<file path="config.mk">
export PLATFORM = sky130hd
export DESIGN_NAME = instrumented_adder_sequencer
export DESIGN_NICKNAME = d
export VERILOG_FILES = /design/src/rtl/instrumented_adder_sequencer.sv
export SDC_FILE = /design/constraint.sdc
export NUM_CORES = 1
export LEC_CHECK = 0
export CORE_ASPECT_RATIO = 0.7
export CORE_MARGIN = 2
export CORE_UTILIZATION = 40
export CTS_CLUSTER_DIAMETER = 120
export DETAILED_ROUTE_END_ITERATION = 7
export PLACE_DENSITY = 0.67
export SLEW_MARGIN = 0
export SYNTH_ARGS = -nofsm -noshare
export SYNTH_HDL_FRONTEND = slang
export SYNTH_SLANG_ARGS = --single-unit
</file>
<file path="constraint.sdc">
create_clock -name wb_clk_i -period 4.4 [get_ports wb_clk_i]
set_input_delay 1.1 -clock wb_clk_i [delete_from_list [all_inputs] [get_ports wb_clk_i]]
set_output_delay 1.1 -clock wb_clk_i [all_outputs]
set_load 0.02 [all_outputs]
</file>
<file path="src/rtl/instrumented_adder_sequencer.sv">
// instrumented_adder_sequencer
// Measurement sequencer for the instrumented Sklansky adder: latches an
// operand pair, lets the adder settle, enables the ring-oscillator chain for
// a programmed window while counting synchronized ring edges, then captures
// the adder sum and the edge count for logic-analyser readback.
// Optional build macro: INSTR_SEQ_CHECK_EN adds a sum comparator that drives
// mismatch; without it mismatch is tied low.
module instrumented_adder_sequencer #(
  parameter int WIDTH  = 32,
  parameter int CNT_W  = 32,
  parameter int SETTLE = 2
) (
  input  logic             wb_clk_i,
  input  logic             wb_rst_n,
  input  logic             start,
  input  logic [WIDTH-1:0] a_in,
  input  logic [WIDTH-1:0] b_in,
  input  logic [CNT_W-1:0] window,
  output logic             busy,
  output logic             done,
  output logic [WIDTH-1:0] adder_a,
  output logic [WIDTH-1:0] adder_b,
  output logic             ring_en,
  input  logic             ring_in,
  input  logic [WIDTH-1:0] sum_in,
  output logic [WIDTH-1:0] sum_out,
  output logic [CNT_W-1:0] ring_count,
  output logic             ring_sat,
  output logic             mismatch
);

  // Phase counter covers both the settle interval and the two drain cycles.
  localparam int              PH_W        = $clog2(SETTLE + 2);
  localparam logic [PH_W-1:0] SETTLE_LAST = PH_W'(SETTLE - 1);
  localparam logic [PH_W-1:0] DRAIN_LAST  = PH_W'(1);
  localparam logic [CNT_W-1:0] CNT_MAX    = '1;

  typedef enum logic [2:0] {
    S_IDLE,
    S_LOAD,
    S_RUN,
    S_DRAIN,
    S_CAPTURE
  } state_t;

  state_t           state;
  logic [CNT_W-1:0] win_cnt;
  logic [CNT_W-1:0] edge_cnt;
  logic [PH_W-1:0]  phase;
  logic             ring_p0;
  logic             ring_p1;
  logic             ring_p2;
  logic             ring_rise;
  logic             accept;
  logic             counting;

  // Edge counter increment that sticks at all-ones instead of wrapping.
  function automatic logic [CNT_W-1:0] sat_inc(input logic [CNT_W-1:0] v);
    return (v == CNT_MAX) ? v : v + CNT_W'(1);
  endfunction

  assign accept    = (state == S_IDLE) && start;
  assign counting  = (state == S_RUN) || (state == S_DRAIN);
  assign ring_rise = ring_p1 & ~ring_p2;

  // Run sequencing: operand latch, settle, ring window, drain, capture.
  always_ff @(posedge wb_clk_i or negedge wb_rst_n) begin
    if (!wb_rst_n) begin
      state      <= S_IDLE;
      busy       <= 1'b0;
      done       <= 1'b0;
      ring_en    <= 1'b0;
      adder_a    <= '0;
      adder_b    <= '0;
      sum_out    <= '0;
      ring_count <= '0;
      win_cnt    <= '0;
      phase      <= '0;
    end else begin
      done <= 1'b0;
      case (state)
        S_IDLE: begin
          if (start) begin
            adder_a <= a_in;
            adder_b <= b_in;
            win_cnt <= (window == '0) ? CNT_W'(1) : window;
            phase   <= SETTLE_LAST;
            busy    <= 1'b1;
            state   <= S_LOAD;
          end
        end
        S_LOAD: begin
          if (phase == '0) begin
            ring_en <= 1'b1;
            state   <= S_RUN;
          end else begin
            phase <= phase - PH_W'(1);
          end
        end
        S_RUN: begin
          if (win_cnt == CNT_W'(1)) begin
            ring_en <= 1'b0;
            phase   <= DRAIN_LAST;
            state   <= S_DRAIN;
          end else begin
            win_cnt <= win_cnt - CNT_W'(1);
          end
        end
        S_DRAIN: begin
          if (phase == '0) begin
            state <= S_CAPTURE;
          end else begin
            phase <= phase - PH_W'(1);
          end
        end
        S_CAPTURE: begin
          sum_out    <= sum_in;
          ring_count <= edge_cnt;
          done       <= 1'b1;
          busy       <= 1'b0;
          state      <= S_IDLE;
        end
        default: begin
          ring_en <= 1'b0;
          busy    <= 1'b0;
          state   <= S_IDLE;
        end
      endcase
    end
  end

  // Ring tap synchronizer plus delay flop; rising edges counted in RUN/DRAIN.
  always_ff @(posedge wb_clk_i or negedge wb_rst_n) begin
    if (!wb_rst_n) begin
      ring_p0  <= 1'b0;
      ring_p1  <= 1'b0;
      ring_p2  <= 1'b0;
      edge_cnt <= '0;
      ring_sat <= 1'b0;
    end else begin
      ring_p0 <= ring_in;
      ring_p1 <= ring_p0;
      ring_p2 <= ring_p1;
      if (accept) begin
        edge_cnt <= '0;
        ring_sat <= 1'b0;
      end else if (counting && ring_rise) begin
        edge_cnt <= sat_inc(edge_cnt);
        if (edge_cnt == CNT_MAX) begin
          ring_sat <= 1'b1;
        end
      end
    end
  end

`ifdef INSTR_SEQ_CHECK_EN
  logic [WIDTH-1:0] expect_sum;

  assign expect_sum = adder_a + adder_b;

  // Compare the adder result against the reference sum at capture.
  always_ff @(posedge wb_clk_i or negedge wb_rst_n) begin
    if (!wb_rst_n) begin
      mismatch <= 1'b0;
    end else if (state == S_CAPTURE) begin
      mismatch <= (sum_in != expect_sum);
    end
  end
`else
  assign mismatch = 1'b0;
`endif

endmodule

</file>
==> flow_summary_export.csv, run 1 <==
group,metric,value,unit
power_and_ir_drop,p_int,3427,uW
cts,cts-resized-gates,0,
power_and_ir_drop,irDropWorstVdd,0.0002784,V
routing,final_antenna_net_count,0,
setup_path,critical_path.endpoint_type,"flop",
cts,cts_buffers,22,
global_route,overflow,0,
finish,multi_input_area,3896,um^2
setup_path,worstPathCellList,"nor4_2 > nand3_1 > o31ai_4 > nand2_2 > o221a_1",
finish,antenna_cells,0,
floorplanning,core_area,22680,um^2
yosys,ys_ff_latch,204,
floorplanning,die_h,131.3,um
setup_path,startpoint_type,"flop",
yosys,syn_avg_cell_area,10.03,um^2
global_route,grt_pass1_wl,42.57,mm
setup_path,slowest_delay,0.75,ns
timing,period_share,0.7022,
job,drv_cap,0,
run_status,status,"finished clean",
power_and_ir_drop,sw_frac_of_total,0.2500,
finish,flow.area_growth_from_synthesis,40.09,%
routing,drc,0,
floorplanning,rows,46,
timing,hold_violations,0,
finish,fillers,2016,
cts,clock_latency,0.50,ns
place,hpwl,18.78,mm
place,numPortBuffers,263,
yosys,synth_compound_gate_area_share,0.1070,
finish,stdcell_area,12970,um^2
yosys,yosys_warnings,0,
routing,drt_iter0_drc,616,
routing,via_per_inst,5.371,
global_route,grtUsageTotal,0.2165,
cts,post_cts_buffers,0,
min_path,hold_class,"reg -> reg",
power_and_ir_drop,p_clk_frac,0.424,
power_and_ir_drop,switching_power,1142,uW
routing,wl_per_cell,17.88,um
cts,cts_root_buffer,"clkbuf_16",
global_route,antenna_found_initial,0,
routing,dr.pass1.iters,5,
floorplanning,io_pins,265,
power_and_ir_drop,power.share.sequential,0.467,
cts,cts_tree,"yes",
timing,setup_tns,0,ns
global_route,grt_pass1_vias,7820,
yosys,ys_types,68,
timing,holdWs,0.3689,ns
yosys,synth_top_family_by_area,"simple AND/OR/NAND/NOR gates",
floorplanning,start_util,0.4083,
cts,postCtsHoldBufs,0,
yosys,synthMuxAreaShare,0.08000,
setup_path,critPathRequiredTime,4.78,ns
yosys,syn_nets,1059,
cts,clk_pin_slew,0.06,ns
timing,worstMarginPinSlew,0.8750,ns
power_and_ir_drop,p_per_area,352.3,nW/um^2
finish,nets,1305,
yosys,yosys.area_share.simple,0.2174,
routing,vias,8035,
timing,rsz0062_at_grt,"false",
timing,finalMaxSlewViolations,0,
finish,seq_area,5105,um^2
timing,fmax,323.7,MHz
setup_path,critPathKind,"reg -> reg",
setup_path,critPathSlowestCell,"o31ai_4",
power_and_ir_drop,combPwrFrac,0.109,
timing,finalCriticalPeriod,3.090,ns
yosys,synth-adder-area-share,0.005405,
setup_path,cp_max_fo,10,
yosys,ys.flop_type,"dfrtp_1",
floorplanning,die-area,24400,um^2
power_and_ir_drop,p_leak,0.005681,uW
routing,drt-total-wl,26.74,mm
yosys,synthCells,923,
cts,ctsHtreeMaxLevel,1,
global_route,grt_max_degree,82,
finish,drive_above_1_share,0.1157,
yosys,synthXorXnorAreaFrac,0.008514,
cts,cts.sinks,204,
place,dpl-instance-area,12210,um^2
yosys,syn_area,9259,um^2
yosys,yosysSeqAreaShare,0.5514,
setup_path,crit_arrival,3.47,ns
yosys,async_reset_ff_frac,1.000,
timing,relSlewSlack,0.4166,
timing,setup_viol,0,
yosys,synth_edf_count,0,
timing,finalClockSkew,0.01108,ns
place,gp_congestion,0.8847,
cts,clockBufferDepth,3,
floorplanning,die_width,185.8,um
-- power groups by stage --
| stage | Sequential (uW) | Combinational [uW] | Clock (uW) |
|---|---|---|---|
| after global placement | 2160 | 495 | 0 |
| after floorplan | 2150 | 204 | 0 |
| after detailed placement | 2160 | 500 | 0 |
| final | 2130 | 498 | 1940 |
| after global routing | 2150 | 550 | 2060 |
| after CTS | 2130 | 502 | 1990 |
-- kinds of logic after synthesis --
group | Yosys count
fa+ha+maj | 4
buf+inv | 70
other cells | 1
compound gates | 143
simple gates | 426
mux | 66
xor+xnor | 9
flops | 204
-- final cells by class --
cell class	instances	share of cell area
Timing Repair Buffer	277	0.2133
Tap cell	312	0.03010
Inverter	15	0.004341
Clock inverter	9	0.009646
Multi-Input combinational cell	649	0.3004
Clock buffer	30	0.04871
Sequential cell	204	0.3936
-- Yosys cell counts (3+ instances only) --
| cell | number | area [um^2] |
|---|---|---|
| or4_1 | 9 | 67.56 |
| nor4_1 | 25 | 156.4 |
| mux2_2 | 64 | 720.7 |
| a311oi_1 | 4 | 35.03 |
| and3_1 | 10 | 62.56 |
| o311ai_0 | 5 | 43.79 |
| buf_2 | 4 | 20.02 |
| xnor2_1 | 8 | 70.07 |
| ha_1 | 4 | 50.05 |
| a31oi_1 | 12 | 75.07 |
| and2_1 | 4 | 25.02 |
| o21ai_0 | 23 | 115.1 |
| nand3_1 | 27 | 135.1 |
| a22o_1 | 4 | 35.03 |
| a31o_2 | 6 | 52.55 |
| o22ai_1 | 7 | 43.79 |
| and4_1 | 8 | 70.07 |
| nor2_1 | 41 | 153.9 |
| clkbuf_1 | 46 | 172.7 |
| a32o_1 | 3 | 30.03 |
| dfrtp_1 | 204 | 5105 |
| o31ai_1 | 10 | 75.07 |
| nand2_1 | 233 | 874.6 |
| inv_1 | 15 | 56.30 |
| a21oi_1 | 32 | 160.2 |
| a211oi_1 | 7 | 52.55 |
| a41oi_1 | 3 | 26.28 |
| nor3_1 | 21 | 105.1 |
| nand4_1 | 20 | 125.1 |
| or3_1 | 10 | 62.56 |
| o211ai_1 | 5 | 37.54 |
-- worst max-delay path, delay by kind of cell (launching register included) --
kind	cells	cell delay (ns)
flip-flops	1	0.43
AND/OR/NAND/NOR	3	1.50
AO/OA/AOI/OAI	2	1.03
-- stage by stage --
stage / total power (uW) / util / cells / setup slack [ns]
after floorplan: 2353 / - / 923 / 2.046
after global placement: 2653 / 0.5386 / 1457 / 1.222
after detailed placement: 2661 / 0.5386 / 1457 / 1.151
after CTS: 4621 / 0.5720 / 1496 / 1.469
after global routing: 4764 / 0.5720 / 1496 / 1.213
final: 4569 / 0.5720 / 1496 / 1.310
-- state kept, by name, summed over array words and instances, names as in the netlist --
signal	cells
adder_a	32
adder_b	32
busy	1
done	1
edge_cnt	32
phase	2
ring_count	32
ring_en	1
ring_p0	1
ring_p1	1
ring_p2	1
ring_sat	1
state	3
sum_out	32
win_cnt	32
-- layer usage --
| layer | global-route usage | vias to the layer above | wire length [um] |
|---|---|---|---|
| li1 | - | 3801 | - |
| met1 | 0.3168 | 3868 | 12270 |
| met2 | 0.3137 | 327 | 11310 |
| met3 | 0.06957 | 39 | 2638 |
| met4 | 0.04506 | 0 | 522 |
| met5 | 0 | - | 0 |
-- final timing paths --
path	start	to	slack, ns	cells after the start
setup / recovery	win_cnt[8]	win_cnt[13]	1.31	5
hold / removal	ring_p0	ring_p1	0.37	0
setup reg to reg	win_cnt[8]	win_cnt[13]	1.31	5
hold reg to reg	ring_p0	ring_p1	0.37	0
max in group asynchronous	wb_rst_n	sum_out[1]	2.84	2
min in group asynchronous	wb_rst_n	win_cnt[6]	0.62	1
-- cells in the final DEF (no fill, tap or decap), types with 3 or more instances in the layout --
cell type,instances
clkdlybuf4s50_1,262
nand2_1,233
dfrtp_1,204
mux2_2,64
nor2_1,41
a21oi_1,32
nand3_1,27
nor4_1,25
o21ai_0,23
clkbuf_16,23
nand4_1,20
nor3_1,20
inv_1,15
a31oi_1,12
buf_4,12
or3_1,10
o31ai_1,10
and3_1,10
or4_1,9
xnor2_1,8
and4_1,8
a211oi_1,7
o22ai_1,7
a31o_2,6
o211ai_1,5
o311ai_0,5
a22o_1,4
a311oi_1,4
and2_1,4
ha_1,4
clkbuf_1,4
clkbuf_8,4
clkinv_2,4
a32o_1,3
a41oi_1,3
bufinv_16,3
Power figures use the tool's default switching activity.
==> run 2: changes to the inputs <==
- PLACE_DENSITY: 0.67 -> 0.7
- clock period: 4.4 -> 2.65 ns (I/O delays scaled with it)
==> run 2 against run 1 <==
Worst hold slack worse by 0.29 ns; register-to-register slack worse by 1.1 ns; critical path depth is 1 higher; critical endpoint is now win_cnt[15]; largest power group unchanged.
==> flow_summary_export.csv, run 2 (same netlist as run 1, synthesis figures left out) <==
group,metric,value,unit
run_status,status,"finished clean",
timing,worstMarginPinSlew,0.6047,ns
setup_path,critPathKind,"reg -> reg",
cts,cts_buffers,21,
finish,seq_area,5105,um^2
floorplanning,die-area,24400,um^2
routing,drt_iter0_drc,663,
finish,flow.area_growth_from_synthesis,43.35,%
finish,layout_commonest_cell,"clkdlybuf4s50_1",
cts,clockBufferDepth,3,
finish,utilization,0.5853,
timing,finalMaxSlewViolations,0,
cts,clock_latency,0.50,ns
finish,nets,1336,
power_and_ir_drop,power,7598,uW
global_route,grt_max_degree,68,
finish,fillers,1947,
floorplanning,core_area,22680,um^2
timing,setup_viol,0,
finish,antenna_cells,0,
cts,post_cts_buffers,0,
timing,setup_tns,0,ns
timing,period_share,0.9074,
floorplanning,io_pins,265,
place,numPortBuffers,263,
min_path,hold_class,"in -> async",
global_route,grtUsageTotal,0.2267,
setup_path,reg2reg_slack,0.25,ns
routing,dr.pass1.iters,5,
timing,holdWs,0.07835,ns
setup_path,crit_arrival,2.78,ns
cts,clk_pin_slew,0.06,ns
floorplanning,die_width,185.8,um
setup_path,cp_max_fo,7,
timing,hold_violations,0,
timing,finalClockSkew,0.01616,ns
job,drv_cap,0,
floorplanning,rows,46,
cts,cts_root_buffer,"clkbuf_16",
setup_path,startpoint_type,"flop",
routing,via_per_inst,5.376,
setup_path,critical_path.endpoint_type,"flop",
routing,final_antenna_net_count,0,
routing,drt-total-wl,27.46,mm
global_route,grt_pass1_vias,8027,
cts,cts_tree,"yes",
finish,final_cell_mix,"262 x clkdlybuf4s50_1, 233 x nand2_1, 204 x dfrtp_1, 64 x mux2_2, 41 x nor2_1",
place,gp_congestion,0.9228,
global_route,grt_pass1_wl,44.21,mm
global_route,overflow,0,
finish,multi_input_area,3902,um^2
setup_path,critPathRequiredTime,3.03,ns
power_and_ir_drop,irDropWorstVdd,0.0003866,V
power_and_ir_drop,p_per_area,572.5,nW/um^2
floorplanning,start_util,0.4083,
place,hpwl,19.89,mm
cts,cts.sinks,204,
global_route,antenna_found_initial,0,
timing,relSlewSlack,0.5950,
routing,vias,8209,
timing,rsz0062_at_grt,"false",
timing,fmax,415.9,MHz
routing,drc,0,
timing,finalCriticalPeriod,2.405,ns
floorplanning,die_h,131.3,um
power_and_ir_drop,p_leak,0.005862,uW
finish,drive_above_1_share,0.1399,
cts,ctsHtreeMaxLevel,1,
routing,wl_per_cell,17.98,um
-- run 2: worst paths after layout --
kind                        startpoint  cells past startpoint     endpoint
setup reg to reg           win_cnt[18]                      6  win_cnt[15]
hold / removal                wb_rst_n                      1  win_cnt[18]
hold reg to reg                ring_p0                      0      ring_p1
max in group asynchronous     wb_rst_n                      2   adder_b[7]
min in group wb_clk_i          ring_p0                      0      ring_p1
setup / recovery           win_cnt[18]                      6  win_cnt[15]
-- run 2: final cells by class --
cell class,count,area share
Multi-Input combinational cell,649,0.2940
Sequential cell,204,0.3846
Inverter,15,0.004242
Timing Repair Buffer,309,0.2312
Clock inverter,7,0.008767
Tap cell,312,0.02941
Clock buffer,31,0.04770
-- run 2: timing repair --
item                                    CTS  global route
endpoints found under the setup margin    0             2
gates resized for setup                   0             1
hold buffers                              0             0
-- run 2: worst max-delay path, cell delays in order (launching register included) --
cell and delay, ns:
dfrtp_1 0.41, or4_4 0.56, or3_1 0.46, o31ai_4 0.31, buf_4 0.21, a2bb2oi_1 0.07, o221a_2 0.25
-- run 2: metal layers --
layer,wire length [um],GRT usage,share of wire,up-vias
met5,0,0,0,-
met4,526,0.04724,0.019,0
met3,2782,0.06596,0.10,40
met2,12000,0.3358,0.44,355
met1,12150,0.3296,0.44,3953
li1,-,-,-,3861
-- run 2: power by group --
part | switching (uW) | total [uW] | internal [uW]
logic | 429 | 879 | 450
clock network | 1230 | 3180 | 1950
registers | 239 | 3540 | 3300
-- run 2: through the flow --
stage	setup WS (ns)	instances	instance area [um^2]
global placement	0.2359	1489	12520
CTS	0.2499	1527	13270
floorplan	0.3987	923	9259
global route	0.09622	1527	13270
detailed placement	0.1343	1489	12520
finish	0.2454	1527	13270
==> variant 1 (flow settings as in run 2) <==
Add an input register stage for `start`, `a_in`, `b_in`, `window` and `ring_in`; this delays them by one clock. The other inputs are not delayed to match.
--- a/src/rtl/instrumented_adder_sequencer.sv
+++ b/src/rtl/instrumented_adder_sequencer.sv
@@ -45,2 +45,16 @@
 
+  logic start_q;
+  logic [WIDTH-1:0] a_q;
+  logic [WIDTH-1:0] b_q;
+  logic [CNT_W-1:0] window_q;
+  logic ring_q;
+
+  always_ff @(posedge wb_clk_i) begin
+    start_q  <= start;
+    a_q      <= a_in;
+    b_q      <= b_in;
+    window_q <= window;
+    ring_q   <= ring_in;
+  end
+
   state_t           state;
@@ -61,3 +75,3 @@
 
-  assign accept    = (state == S_IDLE) && start;
+  assign accept    = (state == S_IDLE) && start_q;
   assign counting  = (state == S_RUN) || (state == S_DRAIN);
@@ -82,6 +96,6 @@
         S_IDLE: begin
-          if (start) begin
-            adder_a <= a_in;
-            adder_b <= b_in;
-            win_cnt <= (window == '0) ? CNT_W'(1) : window;
+          if (start_q) begin
+            adder_a <= a_q;
+            adder_b <= b_q;
+            win_cnt <= (window_q == '0) ? CNT_W'(1) : window_q;
             phase   <= SETTLE_LAST;
@@ -140,3 +154,3 @@
     end else begin
-      ring_p0 <= ring_in;
+      ring_p0 <= ring_q;
       ring_p1 <= ring_p0;
Behaviour: not the same (Yosys sat finds a counterexample within 4 cycles, from zero or initial values and one cycle with wb_rst_n low).
==> variant 1 against run 2 <==
Highest routed layer unchanged. Synthesized area rose by 22%. Via count is 5.4% higher. Clock skew is essentially flat. Largest cell class unchanged. Critical path depth is 1 higher. Wire length increased by 5.4%. Maximum frequency up 1.0%. Core utilization shrank 3.2 points. Setup slack gained 0.024 ns. Cell area increased by 16%. Sequential cell count increased by 98.
Power is not compared: it rests on default switching activity, and its combinational part moved more than twofold at a synthesized area within 25%.
==> variant 1: results (changes against run 2) <==
stage;metric;value;unit;change
cts;insertion_delay;0.56;ns;was 0.50 ns
drt;avgViaCountPerCell;5.14;;was 5.38
synth;synth-async-reset-ratio;67.5;%;was 100%
setup_path;worstPathMaxFanout;8;;was 7
synth;synth_area_leaders;dfrtp_1 45%, dfxtp_1 17%, nand2_1 7.9%;;was dfrtp_1 55%, nand2_1 9.4%, mux2_2 7.8%
grt;grt_usage;19.6;%;was 22.7%
finish;drive_gt1_share;13.0;%;was 14.0%
cts;cts_resized;0;;unchanged
cts;cts-buffers-inserted;30;;was 21
synth;syn_nets;1154;;was 1059
place;placed_cells;1627;;was 1489
grt;antenna_found_initial;1;;was 0
grt;grt_util_met2;27.5;%;was 33.6%
drt;drt_iter0_drc;568;;was 663
power_and_ir_drop;ir_worst_vdd;0.729;mV;
synth;synth_ff_type;dfrtp_1;;unchanged
grt;grt_pass1_vias;8436;;was 8027
status;status;completed;;unchanged
grt;grt_max_degree;72;;was 68
synth;synth_warnings;0;;unchanged
drt;drt_wl_total;29000;microns;was 27500 microns
floorplanning;start_util;40.7;%;was 40.8%
setup_path;arrival;2.77;ns;was 2.78 ns
timing;final.setup_skew;0.0163;ns;was 0.0162 ns
place;dpl.hpwl;19900;microns;about the same
drt;first_pass_iters;7;;was 5
synth;yosys-top-cells-count;238 x nand2_1, 204 x dfrtp_1, 98 x dfxtp_1;;was 233 x nand2_1, 204 x dfrtp_1, 64 x mux2_2
timing;drv_slew;0;;unchanged
grt;groute.layer.met1.usage;28.6;%;was 33.0%
timing;slew_headroom;58.9;%;was 59.5%
synth;synth_seq_area_share;62.6;%;was 55.1%
drt;wl_per_cell;17.2;microns;was 18.0 microns
place;place.gp.congestion;0.885;;was 0.923
grt;grt_pass1_wl;46200;microns;was 44200 microns
grt;grt_util_met3;7.48;%;was 6.60%
synth;post_synth_num_cell_types;71;;was 68
synth;syn_inst;1018;;was 923
finish;nNetsFinal;1424;;was 1336
place;portBuffers;263;;unchanged
finish;antennaDiodeCount;0;;unchanged
-- variant 1: cell count changes after synthesis, moves of 4 or more --
cell	delta
dfxtp_1	+98
clkbuf_1	-19
buf_2	+13
nor2_1	+10
nor4_1	+10
nand3_1	-8
a31oi_1	-6
or4_1	-6
xnor2_1	+6
nand2_1	+5
a22o_1	-4
and4_1	-4
inv_1	-4
mux2i_1	+4
-- variant 1: cell type report --
class	instances	area, sq um
inverters	11	41.3
multi-input cells	653	3940
well taps	371	464
repair buffers	290	2890
flip-flops and latches	302	7070
clock buffers	46	892
clock inverters	10	52.6
fillers	2412	12400
-- variant 1: metal layers --
metal	part of all wire [%]	vias to the layer above
li1	-	4097
met3	10	39
met2	42	307
met1	47	4210
met5	0	-
met4	1.5	0
-- variant 1: worst max-delay path: stages, from the launching register on --
cell and delay, ns:
dfrtp_1 0.44, inv_1 0.13, ha_1 0.22, or4b_1 0.55
nor3_4 0.35, nand2_1 0.17, o211ai_1 0.20, o311ai_0 0.17
-- variant 1: per-stage QoR --
step                hold slack [ns]  worst slack [ns]  area (sq um)  total power [mW]
floorplan                     0.316             0.593         11300              9.27
global placement              0.337             0.392         14400              11.6
detailed placement            0.329             0.357         14400              11.7
CTS                          0.0837             0.317         15300              15.9
global route                 0.0918             0.129         15300              16.6
finish                       0.0687             0.269         15300              15.7
-- variant 1: worst paths after layout --
path                            slack, ns  cells after the start       start           to
worst max-delay path                 0.27                      7  win_cnt[0]  win_cnt[10]
worst min-delay path                 0.07                      1    wb_rst_n  adder_a[16]
worst max register to register       0.27                      7  win_cnt[0]  win_cnt[10]
worst min register to register       0.35                      0      ring_q      ring_p0
max in group asynchronous            1.81                      2    wb_rst_n  sum_out[10]
min in group wb_clk_i                0.35                      0      ring_q      ring_p0
-- variant 1: power by group --
part | switching [mW] | internal [mW]
logic | 2.74 | 2.37
registers | 0.850 | 5.66
clock network | 1.76 | 2.31
-- variant 1: logic make-up after synthesis --
logic type,after synthesis,share of synthesized area (%)
buf+inv,63,2.58
compound gates,119,7.17
simple gates,443,18.9
other cells,1,0.0332
xor+xnor,15,1.16
flops,302,62.6
mux,71,7.05
fa+ha+maj,4,0.443
==> variant 2 (flow settings as in run 2) <==
Made on the original files. Add a define of `INSTR_SEQ_CHECK_EN`.
--- a/src/rtl/instrumented_adder_sequencer.sv
+++ b/src/rtl/instrumented_adder_sequencer.sv
@@ -7,2 +7,4 @@
 // mismatch; without it mismatch is tied low.
+`define INSTR_SEQ_CHECK_EN
+
 module instrumented_adder_sequencer #(
Function: changed (Yosys sat finds a counterexample within 10 cycles, from zero or initial values and one cycle with wb_rst_n low).
==> variant 2 against run 2 <==
The run now ends with negative setup slack left. Cell area grew 26%. Wire length grew 32%. Synthesized area grew 22%. Via count grew 32%. Largest cell class is now multi-input gates. Critical path type unchanged. Non-clock buffer count grew 168. Critical endpoint is now mismatch. Die area grew 22%. Setup slack lost 0.54 ns. Sequential cell count grew 1.
Power is not compared: it rests on default switching activity, and its combinational part moved more than twofold at a synthesized area within 25%.
==> variant 2: results (changes against run 2) <==
stage;metric;value;unit;change
synth;synthMuxAreaShare;6.91;%;was 8.00%
grt;grt_usage;24.0;%;was 22.7%
setup_path;r2r_end;mismatch;;was win_cnt[15]
setup_path;worstPathMaxFanout;3;;was 7
drt;avgViaCountPerCell;5.24;;was 5.38
cts;cts-buffers-inserted;22;;was 21
setup_path;arrival;3.32;ns;was 2.78 ns
synth;syn_inst;1237;;was 923
synth;synth_compound_area_share;13.8;%;was 10.7%
place;place.gp.congestion;0.975;;was 0.923
synth;post_synth_num_cell_types;77;;was 68
synth;synth_area_leaders;dfrtp_1 45%, nand2_1 8.5%, mux2_2 6.5%;;was dfrtp_1 55%, nand2_1 9.4%, mux2_2 7.8%
setup_path;crit-reg2reg-launch;adder_b[0];;was win_cnt[18]
cts;insertion_delay;0.54;ns;was 0.50 ns
synth;synth_seq_cells;205;;was 204
timing;final.setup_skew;0.0249;ns;was 0.0162 ns
status;violations;negative setup slack;;
timing;setup_viol;1;;was 0
place;portBuffers;264;;was 263
finish;nFillCells;2425;;was 1947
setup_path;reg2reg_depth;10;;was 6
place;placed_cells;2023;;was 1489
status;status;finished with violations;;was completed
timing;worst_pin_slew;0.964;ns;was 0.605 ns
synth;synth_xor_area_share;5.62;%;was 0.851%
place;post_dp_cell_area;15900;sq um;was 12500 sq um
grt;grt_pass1_wl;56400;microns;was 44200 microns
timing;final.setup.worst_slack;-0.293;ns;was 0.245 ns
synth;synthAdderAreaFrac;4.05;%;was 0.541%
finish;nNetsFinal;1848;;was 1336
synth;yosys-top-cells-count;256 x nand2_1, 205 x dfrtp_1, 101 x nor2_1;;was 233 x nand2_1, 204 x dfrtp_1, 64 x mux2_2
cts;clk_pin_slew;0.06;ns;about the same
drt;drt_iter0_drc;696;;was 663
grt;grt_util_met3;5.58;%;was 6.60%
grt;grt_max_degree;67;;was 68
synth;synth_seq_area_share;45.3;%;was 55.1%
grt;grt_util_met2;38.6;%;was 33.6%
grt;groute.layer.met1.usage;33.2;%;was 33.0%
synth;synth_ff_type;dfrtp_1;;unchanged
drt;wl_per_cell;17.6;microns;was 18.0 microns
finish;drive_gt1_share;21.2;%;was 14.0%
grt;antenna_found_initial;1;;was 0
synth;syn_nets;1405;;was 1059
variant 2: changes by cell type in the layout (fill, tap and decap cells not counted), sizes merged, moves of 8 or more:
cell           run 2  this run
a21oi             32        67
a22oi              2        12
buf               46       212
ha                 4        35
nand2            234       256
nand2b             1         9
nor2              42       104
nor3              22        34
o21a               0        10
o21ai             23        80
xnor2              8        41
xor2               1        29
variant 2: per-stage QoR:
stage | utilization [%] | setup TNS, ns | hold WS, ns | setup slack (ns)
floorplan | - | -0.0293 | 0.331 | -0.0293
global placement | 57.0 | -0.481 | 0.343 | -0.481
detailed placement | 57.0 | -0.520 | 0.348 | -0.520
CTS | 59.5 | -0.377 | 0.0682 | -0.377
global route | 60.0 | -0.401 | 0.0872 | -0.397
finish | 60.0 | -0.293 | 0.0824 | -0.293
variant 2: how the worst max path moves through the flow:
stage / to / slack [ns] / cells after the start
2_1_floorplan: mismatch / -0.03 / 11
3_3_place_gp: mismatch / -0.48 / 10
3_5_place_dp: mismatch / -0.52 / 10
4_1_cts: mismatch / -0.38 / 10
5_1_grt: mismatch / -0.40 / 10
6_report: mismatch / -0.29 / 10
variant 2: critical path, cell delays in order (launching register included):
cell     delay [ns]
dfrtp_2        0.43
ha_4           0.17
fa_2           0.56
xnor2_2        0.12
nand3_2        0.12
or4_4          0.54
nor4_4         0.13
and4_1         0.21
nand4_1        0.13
nor4_2         0.20
a41oi_1        0.16
variant 2: final cells by class:
type	count	area share (%)
diodes	1	0.0150
clock buffers	28	3.55
clock inverters	9	0.585
inverters	19	0.427
multi-input cells	955	36.0
flip-flops and latches	205	30.8
well taps	371	2.78
repair buffers	477	25.9
variant 2: power by group:
group | internal, mW | total [mW] | switching (mW)
Clock | 1.69 | 3.01 | 1.32
Combinational | 6.37 | 13.2 | 6.79
Sequential | 4.21 | 4.97 | 0.765
variant 2: metal layers:
layer  up-vias  wire length, microns
met3        50                  2420
met4         0                   753
li1       5259                     -
met5         -                     0
met2       312                 16300
met1      5191                 16800
variant 2: repair_timing:
action / 4_1_cts / 5_1_grt
gates cloned: 0 / 1
resized for setup: 5 / 20
buffers inserted: 0 / 3
pin swaps: 1 / 7
setup endpoints to repair: 1 / 19
variant 2: logic make-up (layout without fill, tap and decap cells):
logic type      count (synthesis)  in the layout
simple gates                  527            527
compound gates                251            251
flops                         205            205
buf+inv                        77            533
xor+xnor                       71             71
mux                            70             70
fa+ha+maj                      36             36
other cells                     0              1
